<file path="config.mk">
export PLATFORM = sky130hd
export DESIGN_NAME = prism_sit_programmer
export DESIGN_NICKNAME = d
export VERILOG_FILES = /design/src/rtl/prism_pkg.sv /design/src/rtl/prism_byte_assembler.sv /design/src/rtl/prism_sit_programmer.sv
export SDC_FILE = /design/constraint.sdc
export NUM_CORES = 1
export LEC_CHECK = 0
export CORE_ASPECT_RATIO = 1.5
export CORE_UTILIZATION = 30
export CTS_CLUSTER_SIZE = 14
export DETAILED_ROUTE_END_ITERATION = 10
export DONT_BUFFER_PORTS = 1
export SETUP_SLACK_MARGIN = 0.15
export SYNTH_ARGS = -nofsm -noshare
export SYNTH_HDL_FRONTEND = slang
export SYNTH_SLANG_ARGS = --single-unit
</file>
<file path="constraint.sdc">
create_clock -name clk -period 3.45 [get_ports clk]
set_clock_uncertainty 0.05 [all_clocks]
set_input_delay 0.5175 -clock clk [delete_from_list [all_inputs] [get_ports clk]]
set_output_delay 0.5175 -clock clk [all_outputs]
set_load 0.005 [all_outputs]
</file>
<file path="src/rtl/prism_pkg.sv">
// -----------------------------------------------------------------------------
// prism_pkg
// Shared definitions for the PRISM SIT programmer:
//   SIT_ADDR_LO / SIT_ADDR_HI : debug addresses of the SIT low / high word
//   SIT_ADDR_NONE             : address driven while idle or done
//   prism_prog_state_t        : programmer FSM state encoding
//   hi_word_mask()            : mask keeping only entry bits [WIDTH-1:32]
// -----------------------------------------------------------------------------
package prism_pkg;

    localparam logic [5:0] SIT_ADDR_LO   = 6'h10;
    localparam logic [5:0] SIT_ADDR_HI   = 6'h14;
    localparam logic [5:0] SIT_ADDR_NONE = 6'h00;

    typedef enum logic [3:0] {
        ST_IDLE,
        ST_COLLECT,
        ST_WR_LO,
        ST_GAP_LO,
        ST_WR_HI,
        ST_GAP_HI,
        ST_VERIFY_LO,
        ST_VERIFY_HI,
        ST_DONE
    } prism_prog_state_t;

    // Upper 32 bits of a WIDTH-bit all-ones mask; bits at or above WIDTH in
    // the last received byte are dropped through this.
    function automatic logic [31:0] hi_word_mask(input int width);
        logic [63:0] m;
        if (width >= 64) m = '1;
        else             m = (64'd1 << width) - 64'd1;
        return m[63:32];
    endfunction

endpackage

</file>
<file path="src/rtl/prism_byte_assembler.sv">
// -----------------------------------------------------------------------------
// prism_byte_assembler
// Collects NBYTES little-endian bytes into a 64-bit word.
//   clk, rst     : clock, synchronous active-high reset
//   clear_i      : restart assembly (byte counter and word zeroed)
//   accept_i     : byte_i is taken this cycle at the current byte position
//   byte_i       : incoming byte
//   last_o       : the next accepted byte completes the word
//   lo_next_o    : word bits [31:0] as they will be after this cycle
//   hi_o         : registered word bits [63:32]
// -----------------------------------------------------------------------------
module prism_byte_assembler #(
    parameter int NBYTES = 8
) (
    input  logic        clk,
    input  logic        rst,
    input  logic        clear_i,
    input  logic        accept_i,
    input  logic [7:0]  byte_i,
    output logic        last_o,
    output logic [31:0] lo_next_o,
    output logic [31:0] hi_o
);

    localparam logic [2:0] LAST_IDX = 3'(NBYTES - 1);

    logic [2:0]  cnt_q,  cnt_d;
    logic [63:0] word_q, word_d;

    always_comb begin
        cnt_d  = cnt_q;
        word_d = word_q;
        if (clear_i) begin
            cnt_d  = '0;
            word_d = '0;
        end else if (accept_i) begin
            word_d[{cnt_q, 3'b000} +: 8] = byte_i;
            cnt_d = cnt_q + 3'd1;
        end
    end

    always_ff @(posedge clk) begin
        if (rst) begin
            cnt_q  <= '0;
            word_q <= '0;
        end else begin
            cnt_q  <= cnt_d;
            word_q <= word_d;
        end
    end

    assign last_o    = (cnt_q == LAST_IDX);
    // The low-word write is launched on the same edge that takes the final
    // byte, so the top needs the post-update value.
    assign lo_next_o = word_d[31:0];
    assign hi_o      = word_q[63:32];

endmodule

</file>
<file path="src/rtl/prism_sit_programmer.sv">
// -----------------------------------------------------------------------------
// prism_sit_programmer
// Loads DEPTH entries of WIDTH bits from a byte stream into the PRISM SIT via
// paired debug writes (low word at 0x10, high word at 0x14).
// Optional read-back check: define PRISM_SIT_VERIFY_EN.
//   clk, rst      : clock, synchronous active-high reset
//   start         : begin a load (honoured only in IDLE or DONE)
//   s_valid/s_data/s_ready : byte stream, LSB first; a byte moves on a cycle
//                   where s_valid && s_ready; s_valid without s_ready is
//                   ignored and s_ready never waits on s_valid
//   debug_addr/debug_wr/debug_wdata : single-cycle write strobe to the SIT
//   debug_rdata   : combinational SIT read-back at debug_addr
//   busy, done, error : status levels
// All outputs are registered from the next-state decode. state_q holds the
// FSM state (prism_prog_state_t) for observation.
// -----------------------------------------------------------------------------
module prism_sit_programmer
    import prism_pkg::*;
#(
    parameter int WIDTH  = 64,
    parameter int DEPTH  = 2,
    parameter int WR_GAP = 1
) (
    input  logic        clk,
    input  logic        rst,
    input  logic        start,
    input  logic        s_valid,
    input  logic [7:0]  s_data,
    output logic        s_ready,
    output logic [5:0]  debug_addr,
    output logic        debug_wr,
    output logic [31:0] debug_wdata,
    input  logic [31:0] debug_rdata,
    output logic        busy,
    output logic        done,
    output logic        error
);

    localparam int          NBYTES     = (WIDTH + 7) / 8;
    localparam int          EW         = (DEPTH > 1) ? $clog2(DEPTH) : 1;
    localparam logic [EW-1:0] LAST_ENTRY = EW'(DEPTH - 1);
    localparam logic [2:0]  GAP_LAST   = 3'(WR_GAP - 1);
    localparam logic [31:0] HI_MASK    = hi_word_mask(WIDTH);

    prism_prog_state_t state_q, state_d;
    logic [EW-1:0] entry_q, entry_d;
    logic [2:0]    gap_q, gap_d;
    logic          s_ready_q, s_ready_d;
    logic [5:0]    addr_q, addr_d;
    logic          wr_q, wr_d;
    logic [31:0]   wdata_q, wdata_d;
    logic          busy_q, busy_d;
    logic          done_q, done_d;

    logic          asm_clear, asm_accept, asm_last;
    logic [31:0]   asm_lo_next, asm_hi, hi_word;

`ifdef PRISM_SIT_VERIFY_EN
    logic [31:0]   ref_lo_q, ref_lo_d, ref_hi_q, ref_hi_d;
    logic          error_q, error_d;
`endif

    assign asm_accept = s_valid && s_ready_q;
    assign hi_word    = asm_hi & HI_MASK;

    prism_byte_assembler #(.NBYTES(NBYTES)) u_asm (
        .clk       (clk),
        .rst       (rst),
        .clear_i   (asm_clear),
        .accept_i  (asm_accept),
        .byte_i    (s_data),
        .last_o    (asm_last),
        .lo_next_o (asm_lo_next),
        .hi_o      (asm_hi)
    );

    always_comb begin
        state_d   = state_q;
        entry_d   = entry_q;
        gap_d     = gap_q;
        asm_clear = 1'b0;
`ifdef PRISM_SIT_VERIFY_EN
        ref_lo_d  = ref_lo_q;
        ref_hi_d  = ref_hi_q;
        error_d   = error_q;
`endif
        case (state_q)
            ST_IDLE, ST_DONE: begin
                if (start) begin
                    entry_d   = '0;
                    asm_clear = 1'b1;
                    state_d   = ST_COLLECT;
`ifdef PRISM_SIT_VERIFY_EN
                    error_d   = 1'b0;
`endif
                end
            end
            ST_COLLECT: begin
                if (asm_accept && asm_last) state_d = ST_WR_LO;
            end
            ST_WR_LO: begin
                gap_d   = '0;
                state_d = ST_GAP_LO;
            end
            ST_GAP_LO: begin
                if (gap_q == GAP_LAST) state_d = ST_WR_HI;
                else                   gap_d   = gap_q + 3'd1;
            end
            ST_WR_HI: begin
                gap_d   = '0;
                state_d = ST_GAP_HI;
            end
            ST_GAP_HI: begin
                if (gap_q != GAP_LAST) begin
                    gap_d = gap_q + 3'd1;
                end else if (entry_q != LAST_ENTRY) begin
                    entry_d   = entry_q + EW'(1);
                    asm_clear = 1'b1;
                    state_d   = ST_COLLECT;
                end else begin
`ifdef PRISM_SIT_VERIFY_EN
                    state_d = ST_VERIFY_LO;
`else
                    state_d = ST_DONE;
`endif
                end
            end
`ifdef PRISM_SIT_VERIFY_EN
            // debug_addr already points at the word being checked here.
            ST_VERIFY_LO: begin
                if (debug_rdata != ref_lo_q) error_d = 1'b1;
                state_d = ST_VERIFY_HI;
            end
            ST_VERIFY_HI: begin
                if (debug_rdata != ref_hi_q) error_d = 1'b1;
                state_d = ST_DONE;
            end
`endif
            default: state_d = ST_IDLE;
        endcase

`ifdef PRISM_SIT_VERIFY_EN
        // The SIT shows the first-loaded entry on read-back after the load.
        if (entry_q == '0) begin
            if (state_d == ST_WR_LO && state_q == ST_COLLECT) ref_lo_d = asm_lo_next;
            if (state_d == ST_WR_HI && state_q == ST_GAP_LO)  ref_hi_d = hi_word;
        end
`endif

        // Output registers follow the state being entered.
        s_ready_d = (state_d == ST_COLLECT);
        wr_d      = (state_d == ST_WR_LO) || (state_d == ST_WR_HI);
        busy_d    = (state_d != ST_IDLE) && (state_d != ST_DONE);
        done_d    = (state_d == ST_DONE);
        addr_d    = addr_q;
        wdata_d   = wdata_q;
        case (state_d)
            ST_WR_LO: begin
                addr_d  = SIT_ADDR_LO;
                wdata_d = asm_lo_next;
            end
            ST_WR_HI: begin
                addr_d  = SIT_ADDR_HI;
                wdata_d = hi_word;
            end
            ST_VERIFY_LO:     addr_d = SIT_ADDR_LO;
            ST_VERIFY_HI:     addr_d = SIT_ADDR_HI;
            ST_IDLE, ST_DONE: addr_d = SIT_ADDR_NONE;
            default:          addr_d = addr_q;
        endcase
    end

    always_ff @(posedge clk) begin
        if (rst) begin
            state_q   <= ST_IDLE;
            entry_q   <= '0;
            gap_q     <= '0;
            s_ready_q <= 1'b0;
            addr_q    <= SIT_ADDR_NONE;
            wr_q      <= 1'b0;
            wdata_q   <= '0;
            busy_q    <= 1'b0;
            done_q    <= 1'b0;
        end else begin
            state_q   <= state_d;
            entry_q   <= entry_d;
            gap_q     <= gap_d;
            s_ready_q <= s_ready_d;
            addr_q    <= addr_d;
            wr_q      <= wr_d;
            wdata_q   <= wdata_d;
            busy_q    <= busy_d;
            done_q    <= done_d;
        end
    end

`ifdef PRISM_SIT_VERIFY_EN
    always_ff @(posedge clk) begin
        if (rst) begin
            ref_lo_q <= '0;
            ref_hi_q <= '0;
            error_q  <= 1'b0;
        end else begin
            ref_lo_q <= ref_lo_d;
            ref_hi_q <= ref_hi_d;
            error_q  <= error_d;
        end
    end
    assign error = error_q;
`else
    logic unused_rdata;
    assign unused_rdata = ^debug_rdata;
    assign error        = 1'b0;
`endif

    assign s_ready     = s_ready_q;
    assign debug_addr  = addr_q;
    assign debug_wr    = wr_q;
    assign debug_wdata = wdata_q;
    assign busy        = busy_q;
    assign done        = done_q;

endmodule

</file>
; ---- Word level (Yosys, flattened, before mapping)
; Index checks and enable logic that the tools add are counted.
[op_classes]
div_mod_pow = 0
shift = 2
n_lt_le_gt_ge = 0
muxes = 22
bitwise_logic = 0
eq_ne = 18
n_addsub = 4
reduce_logical = 21
mul = 0
[ops]
columns = cell, n
row1 = bitwise mux 64 bit, 1
row2 = two-way mux 32 bit, 2
row3 = case mux 32 bit (2 select lines), 1
row4 = variable shift 8 x 8 -> 64 bit (first input constant), 1
row5 = indexed part select 8 x 8 -> 64 bit, 1
row6 = case mux 4 bit (6 select lines), 1
row7 = == test 4 x 3 -> 1 bit (second input constant), 5
row8 = two-way mux 4 bit, 5
row9 = case mux 6 bit (3 select lines), 1
row10 = == test 4 x 2 -> 1 bit (second input constant), 3
row11 = OR reduction 2 bit, 6
row12 = case mux 3 bit (3 select lines), 1
row13 = nonzero test 3 bit, 3
row14 = == test 4 x 1 -> 1 bit (second input constant), 2
row15 = == test 4 bit (second input constant), 2
row16 = zero test 4 bit, 2
row17 = inequality test 2 bit (second input constant), 4
row18 = negator 6 -> 8 bit, 1
row19 = adder 3 x 1 -> 3 bit (second input constant), 2
row20 = two-way mux 1 bit, 6
row21 = two-way mux 3 bit, 2
row22 = AND reduction 3 bit, 2
row23 = inequality test 4 bit (second input constant), 1
row24 = case mux 1 bit (2 select lines), 2
row25 = 7 further kinds, 10
[totals]
input_bits = 44
memories = 0
latchBits = 0
romBits = 0
register_bits = 117
elab_cells = 79
ramBits = 0

; ---- Logic depth before layout (Yosys ltp)
; Gate-level depths: netlist of run 1.
[logic_depth]
ltp_word = 7
mapped_depth = 9

; ---- Cells and area by module
; Synthesis of run 1 repeated with hierarchy kept, for this count alone.
[unflattened]
hier_cells = 647
hier_area_um2 = 5779.3
[by_module_without_submodules]
columns = mod, seq_area_each_um2, cells_each, area_per_inst_um2, n_inst
row1 = prism_byte_assembler, 1341.3, 419, 3565.9, 1
row2 = prism_sit_programmer, 920.9, 228, 2213.4, 1

; ---- Least setup slack after synthesis of run 1
; OpenSTA, ideal clock, no wires.
[synth_timing]
kind = register to register
from = reg u_asm.cnt_q[0]
to = reg u_asm.word_q[56]
path_slack_ps = 1094
path_buffers = 1
t_arrival_ps = 2178
path_stages_with_launch = 9
setup_time_ps = 128
path_cell_list = dfxtp_1 -> inv_1 -> ha_1 -> ha_1 -> nand3b_2 -> or4_1 -> clkbuf_1 -> mux2i_1 -> nor2_1
[synth_via]
elab_chain_cells = 3
word_cells_on_any_way = 4
cone_classes = add/sub: 1 / shift: 2 / mux: 1
[synth_rtl]
columns = item, line
row1 = "start, declared", prism_byte_assembler.sv:27  ; logic [2:0] cnt_q, cnt_d;
row2 = "start signal, assigned", prism_byte_assembler.sv:47  ; cnt_q <= cnt_d;
row3 = negator 6 -> 8 bit (*), prism_byte_assembler.sv:37  ; word_d[{cnt_q, 3'b000} +: 8] = byte_i;
row4 = indexed part select 8 x 8 -> 64 bit or variable shift 8 x 8 -> 64 bit (tied branches), prism_byte_assembler.sv:37
row5 = bitwise mux 64 bit (*), prism_byte_assembler.sv:37
row6 = "end signal, assigned", prism_byte_assembler.sv:48  ; word_q <= word_d;
row7 = "end, declared", prism_byte_assembler.sv:28  ; logic [63:0] word_q, word_d;
; Every way passes the cells marked *; elsewhere a longest branch is shown, timed or not.
; A chain may end at the register's enable or synchronous reset.

; ---- Worst setup path after layout of run 1
[layout_timing]
from = reg u_asm.cnt_q[0]
to = reg wdata_q[2] (netlist: debug_wdata[2])
[layout_via]
elab_chain_cells = 6
word_cells_on_any_way = 14
cone_classes = add/sub: 1 / eq/ne: 3 / shift: 2 / mux: 6 / reduce/logical: 2
[layout_rtl]
columns = item, line
row1 = negator 6 -> 8 bit or == test 3 bit (tied branches), "prism_byte_assembler.sv:37, prism_byte_assembler.sv:52"
row2 = indexed part select 8 x 8 -> 64 bit (tied with other cells), prism_byte_assembler.sv:37
row3 = bitwise mux 64 bit or two-way mux 4 bit (tied branches), "prism_byte_assembler.sv:37, prism_sit_programmer.sv:99"
row4 = two-way mux 32 bit or case mux 4 bit (6 select lines) (tied branches), "prism_byte_assembler.sv:36, prism_sit_programmer.sv:87"
row5 = two-way mux 32 bit (tied with other cells), prism_byte_assembler.sv:33  ; if (clear_i) begin
row6 = case mux 32 bit (2 select lines) or nonzero test 2 bit (tied branches), n/a
row7 = "end signal, assigned", prism_sit_programmer.sv:191  ; wdata_q <= wdata_d;
row8 = "end, declared", prism_sit_programmer.sv:51  ; logic [31:0] wdata_q, wdata_d;
; Parallel ways exist; a longest one is shown, timed or not.

==> results of run 1 <==
[worst max path at each step]
stage               slack [ns]      startpoint  cells past startpoint                to
finish                    0.66  u_asm.cnt_q[0]                      8    debug_wdata[2]
global route              0.48  u_asm.cnt_q[0]                      7   debug_wdata[31]
CTS                       0.68  u_asm.cnt_q[0]                      7   debug_wdata[24]
detailed placement        0.70  u_asm.cnt_q[0]                      7   debug_wdata[24]
global placement          0.75  u_asm.cnt_q[0]                      7   debug_wdata[28]
floorplan                 1.09  u_asm.cnt_q[0]                      8  u_asm.word_q[56]
[per-layer routing]
metal  up-vias  routed length (um)
met5         -                   0
met4         0                 390
met3        25                 813
met2       112                6630
met1      1851                5060
li1       1778                   -
[through the flow]
step	std cells	instance area, um2	util, %
floorplan	499	5070	-
global placement	673	5200	31.9
detailed placement	673	5200	31.9
CTS	705	5820	35.6
global route	705	5820	35.6
finish	705	5820	35.6
[power groups by stage]
stage | sequential [mW] | combinational [mW] | clock, mW
3_5_place_dp | 1.35 | 0.0905 | 0
2_1_floorplan | 1.34 | 0.0907 | 0
5_1_grt | 1.32 | 0.101 | 1.90
4_1_cts | 1.32 | 0.0911 | 1.84
6_report | 1.32 | 0.0914 | 1.82
3_3_place_gp | 1.35 | 0.0885 | 0
[sequential cells by signal (all words and copies together) (netlist names)]
signal / flops
busy: 1
done: 1
debug_addr: 2
u_asm.cnt_q: 3
u_asm.word_q: 64
s_ready: 1
debug_wdata: 32
gap_q: 3
debug_wr: 1
state_q: 4
entry_q: 1
[logic make-up after synthesis]
group | Yosys count | share of synthesized area, %
buffers and inverters | 59 | 5.72
AOI/OAI and AO/OA | 116 | 22.5
adders and majority gates | 6 | 1.49
muxes | 51 | 10.1
xor gates and xnor gates | 1 | 0.173
DFF | 113 | 44.8
other | 1 | 0.0742
and+or+nand+nor | 148 | 15.2
[Yosys cell counts (8+ instances only)]
| library cell | instances | area (um2) |
|---|---|---|
| buf_2 | 9 | 45.0 |
| o31a_1 | 16 | 140 |
| o22ai_1 | 16 | 100 |
| inv_1 | 14 | 52.6 |
| o211a_1 | 16 | 160 |
| nor2_1 | 79 | 297 |
| clkbuf_1 | 25 | 93.8 |
| nand2_1 | 8 | 30.0 |
| o21ai_0 | 17 | 85.1 |
| mux2i_1 | 50 | 500 |
| nor2_2 | 13 | 81.3 |
| dfxtp_1 | 113 | 2260 |
| a2111oi_4 | 12 | 330 |
| a211oi_1 | 19 | 143 |
| nor4_1 | 16 | 100 |
[critical path: stages (launching register included)]
cell and delay (ns):
dfxtp_1 0.41, inv_1 0.15, ha_1 0.22, ha_1 0.34, nand3b_2 0.36, buf_4 0.26, nor4_1 0.38, o21ai_0 0.22
a211oi_1 0.29
[layout make-up]
class,count,area (um2),share of cell area [%]
timing repair buffer,12,103,1.76
multi-input combinational,327,2520,43.3
inverter,15,56.3,0.967
clock inverter,14,180,3.09
clock buffer,18,439,7.54
sequential,113,2260,38.9
tap,206,258,4.43
==> flow_metrics.py, run 1 <==
metrics = {
    "grt": {
        "grt_pass1_wl_mm": 20.9,
        "grt_busiest_layer": "met2",
        "antenna_found_initial": 0,
        "gr-usage-met1_pct": 17.3,
        "grt_max_degree": 47,
        "overflow": 0,
        "grtUsageMet2_pct": 26.5,
        "use_met3_pct": 5.00,
        "grt.total_usage_pct": 15.8,
        "grt_pass1_vias": 3887,
    },
    "min_path": {
        "whs_endpoint": "debug_wdata[11]",
        "hp-start": "rst",
        "hold_class": "input port to flip-flop",
        "min_path_cells": 1,
    },
    "placement": {
        "portBuffers": 0,
        "pre_cts_ws_ns": 0.703,
        "hpwl_mm": 8.59,
        "gp_congestion": 0.787,
    },
    "finish": {
        "drive_gt1_share_pct": 16.4,
        "final_cell_mix": "dfxtp_1 (113), nor2_1 (79), mux2i_1 (50), a211oi_1 (19)",
        "n_antenna_cell": 0,
        "fill_cells": 1590,
        "area_delta_synth_final_pct": 15.2,
        "final_common_cell": "dfxtp_1",
        "fin_nets": 536,
    },
    "setup_path": {
        "critPathKind": "flip-flop to flip-flop",
        "critPathCaptureType": "flip-flop",
        "r2r_slack_ns": 0.66,
        "regToRegEndpoint": "debug_wdata[2]",
        "cp.required_ns": 3.72,
        "rr_worst_depth": 8,
        "arrival_ns": 3.05,
        "cp_max_fo": 10,
        "start_kind": "flip-flop",
        "r2r-start": "u_asm.cnt_q[0]",
    },
    "drt": {
        "firstDrtPassIters": 4,
        "drc": 0,
        "vias": 3766,
        "drt_wl_total_mm": 12.9,
        "drtIter0Drc": 205,
        "ant_nets": 0,
        "routedWlPerCell_um": 18.3,
        "vias_per_cell": 5.34,
    },
    "power_and_ir_drop": {
        "comb_power_share_pct": 2.8,
        "leakage_nw": 2.22,
        "seqPwrFrac_pct": 40.8,
        "swShare_pct": 22.4,
        "power_density_nw_per_um2": 554,
        "p_clk_share_pct": 56.3,
        "finalPower_mw": 3.23,
        "vdd_drop_max_v": 0.000460,
        "p_int_mw": 2.50,
        "switching_power_uw": 724,
    },
    "synthesis": {
        "seq_area_frac_synth_pct": 44.8,
        "synth.avg_cell_area_um2": 10.2,
        "ys_seq_elements": 113,
        "synthesis.area_um2": 5050,
        "synth-warning-count": 0,
        "synthArstFlopShare_pct": 0,
        "synth_cells": 495,
        "synth_ff_type": "dfxtp_1",
        "synth-edff-count": 0,
        "synth_cell_types": 58,
    },
    "floorplanning": {
        "fp.dieW_um": 108,
        "dieArea_um2": 17400,
        "ios": 87,
        "fp-row-count": 57,
        "die-height_um": 161,
        "start_util_pct": 31.0,
        "core-area_um2": 16300,
    },
    "sta": {
        "finalCritPeriodShare_pct": 80.8,
        "slew_viol_final": 0,
        "fin_setup_tns_ns": 0,
        "setup_violations": 0,
        "final_hold_viol_count": 0,
        "tightest_slew_ns": 0.783,
        "whs_ns": 0.134,
        "rsz0062_at_grt": "no",
        "timing.fmax_mhz": 359,
        "slew_headroom_pct": 47.8,
        "setup_ws_ns": 0.662,
        "min_period_ns": 2.79,
    },
    "clock_network": {
        "numCtsBuffers": 17,
        "cts_sinks": 113,
        "cts_tree": "done",
        "root_buffer": "clkbuf_16",
        "cts_setup_buffers": 0,
        "cts_hold_buf": 0,
        "cts.clk_slew.worst_paths_ns": 0.06,
        "clock_latency_ns": 0.41,
        "clockBufferDepth": 2,
        "cts_resized": 0,
        "h-tree-depth": 4,
    },
    "status": {
        "status": "finished, final reports clean",
    },
    "job": {
        "cap_violations": 0,
    },
}
Power figures use the tool's default switching activity.
==> inputs of run 2 (changes only) <==
==> constraint.sdc (replaced) <==
create_clock -name clk -period 2.31 [get_ports clk]
set_clock_uncertainty 0.05 [all_clocks]
set_input_delay 0.3465 -clock clk [delete_from_list [all_inputs] [get_ports clk]]
set_output_delay 0.3465 -clock clk [all_outputs]
set_load 0.005 [all_outputs]
==> run 2 against run 1 <==
- die area stayed put
- clock power up 37%
- total power rose by 45%
- largest cell class unchanged
- highest routed layer unchanged
==> flow_metrics.py, run 2 (synthesis results as in run 1) <==
metrics = {
    "status": {
        "status": "finished, final reports clean",
    },
    "clock_network": {
        "clock_latency_ns": 0.41,
        "clockBufferDepth": 2,
        "cts_tree": "done",
        "h-tree-depth": 4,
        "numCtsBuffers": 17,
        "cts_sinks": 113,
        "cts.clk_slew.worst_paths_ns": 0.05,
        "root_buffer": "clkbuf_16",
    },
    "finish": {
        "drive_gt1_share_pct": 24.8,
        "final_cell_mix": "dfxtp_1 (111), nor2_1 (79), mux2i_1 (42), a211oi_1 (19), buf_4 (18)",
        "largest_register": "u_asm.word_q",
        "postLayoutCellArea_um2": 6260,
        "largest_register_ff_count": 64,
        "final_common_cell": "dfxtp_1",
        "area_delta_synth_final_pct": 23.9,
        "fin_nets": 554,
        "fin_util_pct": 38.4,
        "n_antenna_cell": 0,
    },
    "power_and_ir_drop": {
        "p_clk_share_pct": 53.5,
        "switching_power_mw": 1.03,
        "power_density_nw_per_um2": 745,
        "p_int_mw": 3.63,
        "leakage_nw": 2.41,
        "comb_power_share_pct": 4.3,
        "seqPwrFrac_pct": 42.2,
        "swShare_pct": 22.2,
        "finalPower_mw": 4.67,
        "vdd_drop_max_v": 0.000438,
    },
    "grt": {
        "overflow": 0,
        "gr-usage-met1_pct": 16.5,
        "antenna_found_initial": 0,
        "grt_pass1_vias": 3954,
        "grtUsageMet2_pct": 29.4,
        "grt.total_usage_pct": 16.1,
        "grt_max_degree": 52,
        "grt_busiest_layer": "met2",
        "grt_pass1_wl_mm": 21.3,
        "use_met3_pct": 4.72,
    },
    "job": {
        "cap_violations": 0,
    },
    "sta": {
        "rsz0062_at_grt": "yes",
        "setup_violations": 0,
        "fin_setup_tns_ns": 0,
        "timing.fmax_mhz": 470,
        "setup_ws_ns": 0.184,
        "slew_headroom_pct": 27.8,
        "min_period_ns": 2.13,
        "slew_viol_final": 0,
        "tightest_slew_ns": 1.08,
        "final_hold_viol_count": 0,
        "finalCritPeriodShare_pct": 92.0,
    },
    "drt": {
        "routedWlPerCell_um": 18.7,
        "drt_wl_total_mm": 13.5,
        "drtIter0Drc": 179,
        "drc": 0,
        "vias": 3861,
        "vias_per_cell": 5.35,
        "ant_nets": 0,
        "firstDrtPassIters": 5,
    },
    "setup_path": {
        "critPathKind": "flip-flop to flip-flop",
        "start_kind": "flip-flop",
        "critPathCaptureType": "flip-flop",
        "cp.required_ns": 2.55,
        "cp_max_fo": 8,
        "arrival_ns": 2.36,
        "r2r_slack_ns": 0.18,
    },
    "floorplanning": {
        "dieArea_um2": 17400,
        "ios": 87,
        "start_util_pct": 31.0,
        "die-height_um": 161,
        "core-area_um2": 16300,
        "fp.dieW_um": 108,
        "fp-row-count": 57,
    },
    "min_path": {
        "hold_class": "input port to flip-flop",
    },
    "placement": {
        "post_dp_cell_area_um2": 5360,
        "gp_congestion": 0.820,
        "hpwl_mm": 8.52,
        "portBuffers": 0,
        "pre_cts_ws_ns": 0.0805,
    },
}
run 2: timing repair:
item / CTS / global route
gates resized for setup: 4 / 42
setup buffers: 2 / 10
setup endpoints to repair: 31 / 65
hold buffers: 1 / 0
pin swaps: 2 / 10
endpoints found under the hold margin: 44 / 0
run 2: area by class of cell:
class,count,area [um2]
clock inverter,10,111
fill,1548,10100
timing repair buffer,30,355
multi-input combinational,327,2750
tap,206,258
inverter,15,67.6
clock buffer,21,450
sequential,113,2270
run 2: worst paths after layout:
path                          from  depth (start not counted)                to
setup / recovery    u_asm.cnt_q[0]                          8  u_asm.word_q[55]
hold reg to reg   u_asm.word_q[43]                          2  u_asm.word_q[43]
hold / removal           s_data[1]                          2  u_asm.word_q[57]
setup reg to reg    u_asm.cnt_q[0]                          8  u_asm.word_q[55]
run 2: metrics by stage:
stage,hold WS [ns],std cells
global route,0.0390,722
finish,0.0377,722
global placement,0.382,678
floorplan,0.402,499
detailed placement,0.382,678
CTS,0.0317,712
run 2: worst max-delay path: stages (launching register included):
cell	delay, ns
dfxtp_4	0.38
inv_6	0.04
ha_4	0.15
ha_4	0.22
nand3b_4	0.22
or4_4	0.56
buf_8	0.17
mux2i_1	0.16
nor2_1	0.06
run 2: layer usage:
layer / routed length, um / share of wire [%]
met1: 5150 / 38
met2: 7280 / 54
met3: 754 / 5.6
met4: 326 / 2.4
met5: 0 / 0
run 2: power groups by stage:
stage               logic (mW)  registers [mW]  clock network, mW
floorplan                0.140            2.00                  0
global placement         0.146            2.01                  0
detailed placement       0.149            2.01                  0
CTS                      0.177            1.97               2.53
global route             0.217            1.97               2.61
finish                   0.202            1.97               2.49
==> inputs of run 3 (changes only) <==
--- a/config.mk
+++ b/config.mk
@@ -6,10 +6,12 @@
 export NUM_CORES = 1
 export LEC_CHECK = 0
 export CORE_ASPECT_RATIO = 1.5
+export CORE_MARGIN = 3
 export CORE_UTILIZATION = 30
 export CTS_CLUSTER_SIZE = 14
 export DETAILED_ROUTE_END_ITERATION = 10
 export DONT_BUFFER_PORTS = 1
+export PLACE_DENSITY = 0.54
 export SETUP_SLACK_MARGIN = 0.15
 export SYNTH_ARGS = -nofsm -noshare
 export SYNTH_HDL_FRONTEND = slang
==> run 3 against run 2 <==
- total power up 9.0%
- setup slack worse by 0.0094 ns
- cell area rose by 1.2%
- combinational power barely moved
- die area increased by 6.3%
- register-to-register slack hardly changed
- critical endpoint is now debug_wdata[7]
==> flow_metrics.py, run 3 (synthesis results as in run 1) <==
metrics = {
    "floorplanning": {
        "die-height_um": 165,
        "dieArea_um2": 18500,
        "ios": 87,
        "fp-row-count": 57,
        "start_util_pct": 31.0,
        "core-area_um2": 16300,
        "fp.dieW_um": 112,
    },
    "drt": {
        "ant_nets": 0,
        "drc": 0,
        "drtIter0Drc": 219,
        "vias": 3848,
        "drt_wl_total_mm": 13.9,
        "routedWlPerCell_um": 19.2,
        "vias_per_cell": 5.32,
        "firstDrtPassIters": 4,
    },
    "grt": {
        "antenna_found_initial": 0,
        "grt_pass1_wl_mm": 21.5,
        "overflow": 0,
        "grt_max_degree": 52,
        "grt_pass1_vias": 3930,
        "grt.total_usage_pct": 15.0,
    },
    "setup_path": {
        "r2r-start": "u_asm.cnt_q[0]",
        "critPathKind": "flip-flop to flip-flop",
        "critPathCaptureType": "flip-flop",
        "startpoint": "u_asm.cnt_q[0]",
        "cp_max_fo": 16,
        "arrival_ns": 2.40,
        "rr_worst_depth": 8,
        "endpoint": "debug_wdata[7]",
        "regToRegEndpoint": "debug_wdata[7]",
        "cp.required_ns": 2.58,
        "r2r_slack_ns": 0.17,
        "start_kind": "flip-flop",
    },
    "sta": {
        "rsz0062_at_grt": "yes",
        "slew_headroom_pct": 38.9,
        "whs_ns": 0.0408,
        "setup_violations": 0,
        "finalCritPeriodShare_pct": 92.4,
        "tightest_slew_ns": 0.916,
        "min_period_ns": 2.14,
        "setup_ws_ns": 0.175,
        "fin_setup_tns_ns": 0,
        "final_hold_viol_count": 0,
        "slew_viol_final": 0,
        "timing.fmax_mhz": 468,
    },
    "power_and_ir_drop": {
        "power_density_nw_per_um2": 802,
        "finalPower_mw": 5.08,
        "vdd_drop_max_v": 0.000410,
        "leakage_nw": 2.44,
    },
    "placement": {
        "pre_cts_ws_ns": 0.138,
        "gp_congestion": 0.801,
        "hpwl_mm": 8.32,
        "portBuffers": 0,
    },
    "finish": {
        "final_cell_mix": "dfxtp_1 (110), nor2_1 (79), mux2i_1 (43), a211oi_1 (19), buf_4 (19)",
        "final_common_cell": "dfxtp_1",
        "largest_register": "u_asm.word_q",
        "fill_cells": 1568,
        "drive_gt1_share_pct": 24.8,
        "n_antenna_cell": 0,
        "fin_nets": 554,
        "area_delta_synth_final_pct": 25.4,
        "largest_register_ff_count": 64,
    },
    "min_path": {
        "hold_class": "input port to flip-flop",
    },
    "clock_network": {
        "root_buffer": "clkbuf_16",
        "numCtsBuffers": 17,
        "clock_latency_ns": 0.41,
        "cts_tree": "done",
        "cts_sinks": 113,
        "cts.clk_slew.worst_paths_ns": 0.05,
        "h-tree-depth": 4,
        "clockBufferDepth": 2,
    },
    "job": {
        "cap_violations": 0,
    },
    "status": {
        "status": "finished, final reports clean",
    },
}
[run 3: power breakdown]
| part | switching [mW] | total (mW) | internal (mW) |
|---|---|---|---|
| logic | 0.132 | 0.205 | 0.0731 |
| clock network | 0.883 | 2.91 | 2.03 |
| registers | 0.0114 | 1.97 | 1.96 |
| total | 1.03 | 5.08 | 4.06 |
[run 3: area by class of cell]
type                    instances  area [um2]  area share, %
multi-input cells             328        2740           43.2
flip-flops and latches        113        2270           35.8
clock buffers                  23         488           7.70
repair buffers                 29         347           5.47
well taps                     206         258           4.07
clock inverters                 9         175           2.76
inverters                      15        58.8          0.928
[run 3: metal layers]
metal	part of all wire, %	wire [um]	global-route usage, %	vias to the layer above
li1	-	-	-	1810
met1	41	5700	16.7	1920
met2	52	7230	27.6	95
met3	5.0	700	4.11	23
met4	1.8	251	4.59	0
met5	0	0	0	-
[run 3: critical path, cell delays in order, from the launching register on]
cell      delay, ns
dfxtp_4        0.36
inv_4          0.09
ha_4           0.14
ha_4           0.15
or3b_1         0.35
buf_4          0.21
nor4_1         0.30
o21ai_1        0.14
a211oi_1       0.25
[run 3: worst min-delay path by stage]
| stage | startpoint | cells after the start | to | slack [ns] |
|---|---|---|---|---|
| 2_1_floorplan | u_asm.word_q[8] | 2 | u_asm.word_q[8] | 0.40 |
| 3_3_place_gp | rst | 1 | debug_wdata[27] | 0.38 |
| 3_5_place_dp | rst | 1 | gap_q[2] | 0.38 |
| 4_1_cts | s_data[2] | 2 | u_asm.word_q[50] | 0.02 |
| 5_1_grt | s_data[3] | 2 | u_asm.word_q[43] | 0.04 |
| 6_report | s_data[6] | 2 | u_asm.word_q[62] | 0.04 |
[run 3: metrics by stage]
stage,util (%),std cells,cell area (um2)
3_5_place_dp,33.1,682,5410
5_1_grt,38.8,723,6340
6_report,38.8,723,6340
3_3_place_gp,33.1,682,5410
4_1_cts,37.6,718,6140
2_1_floorplan,-,499,5140
[run 3: timing repair]
action,4_1_cts,5_1_grt
hold buffers,1,0
endpoints found under the hold margin,44,0
pin swaps,0,2
resized for setup,2,28
cloned,0,2
buffers inserted,3,3
setup endpoints to repair,11,44
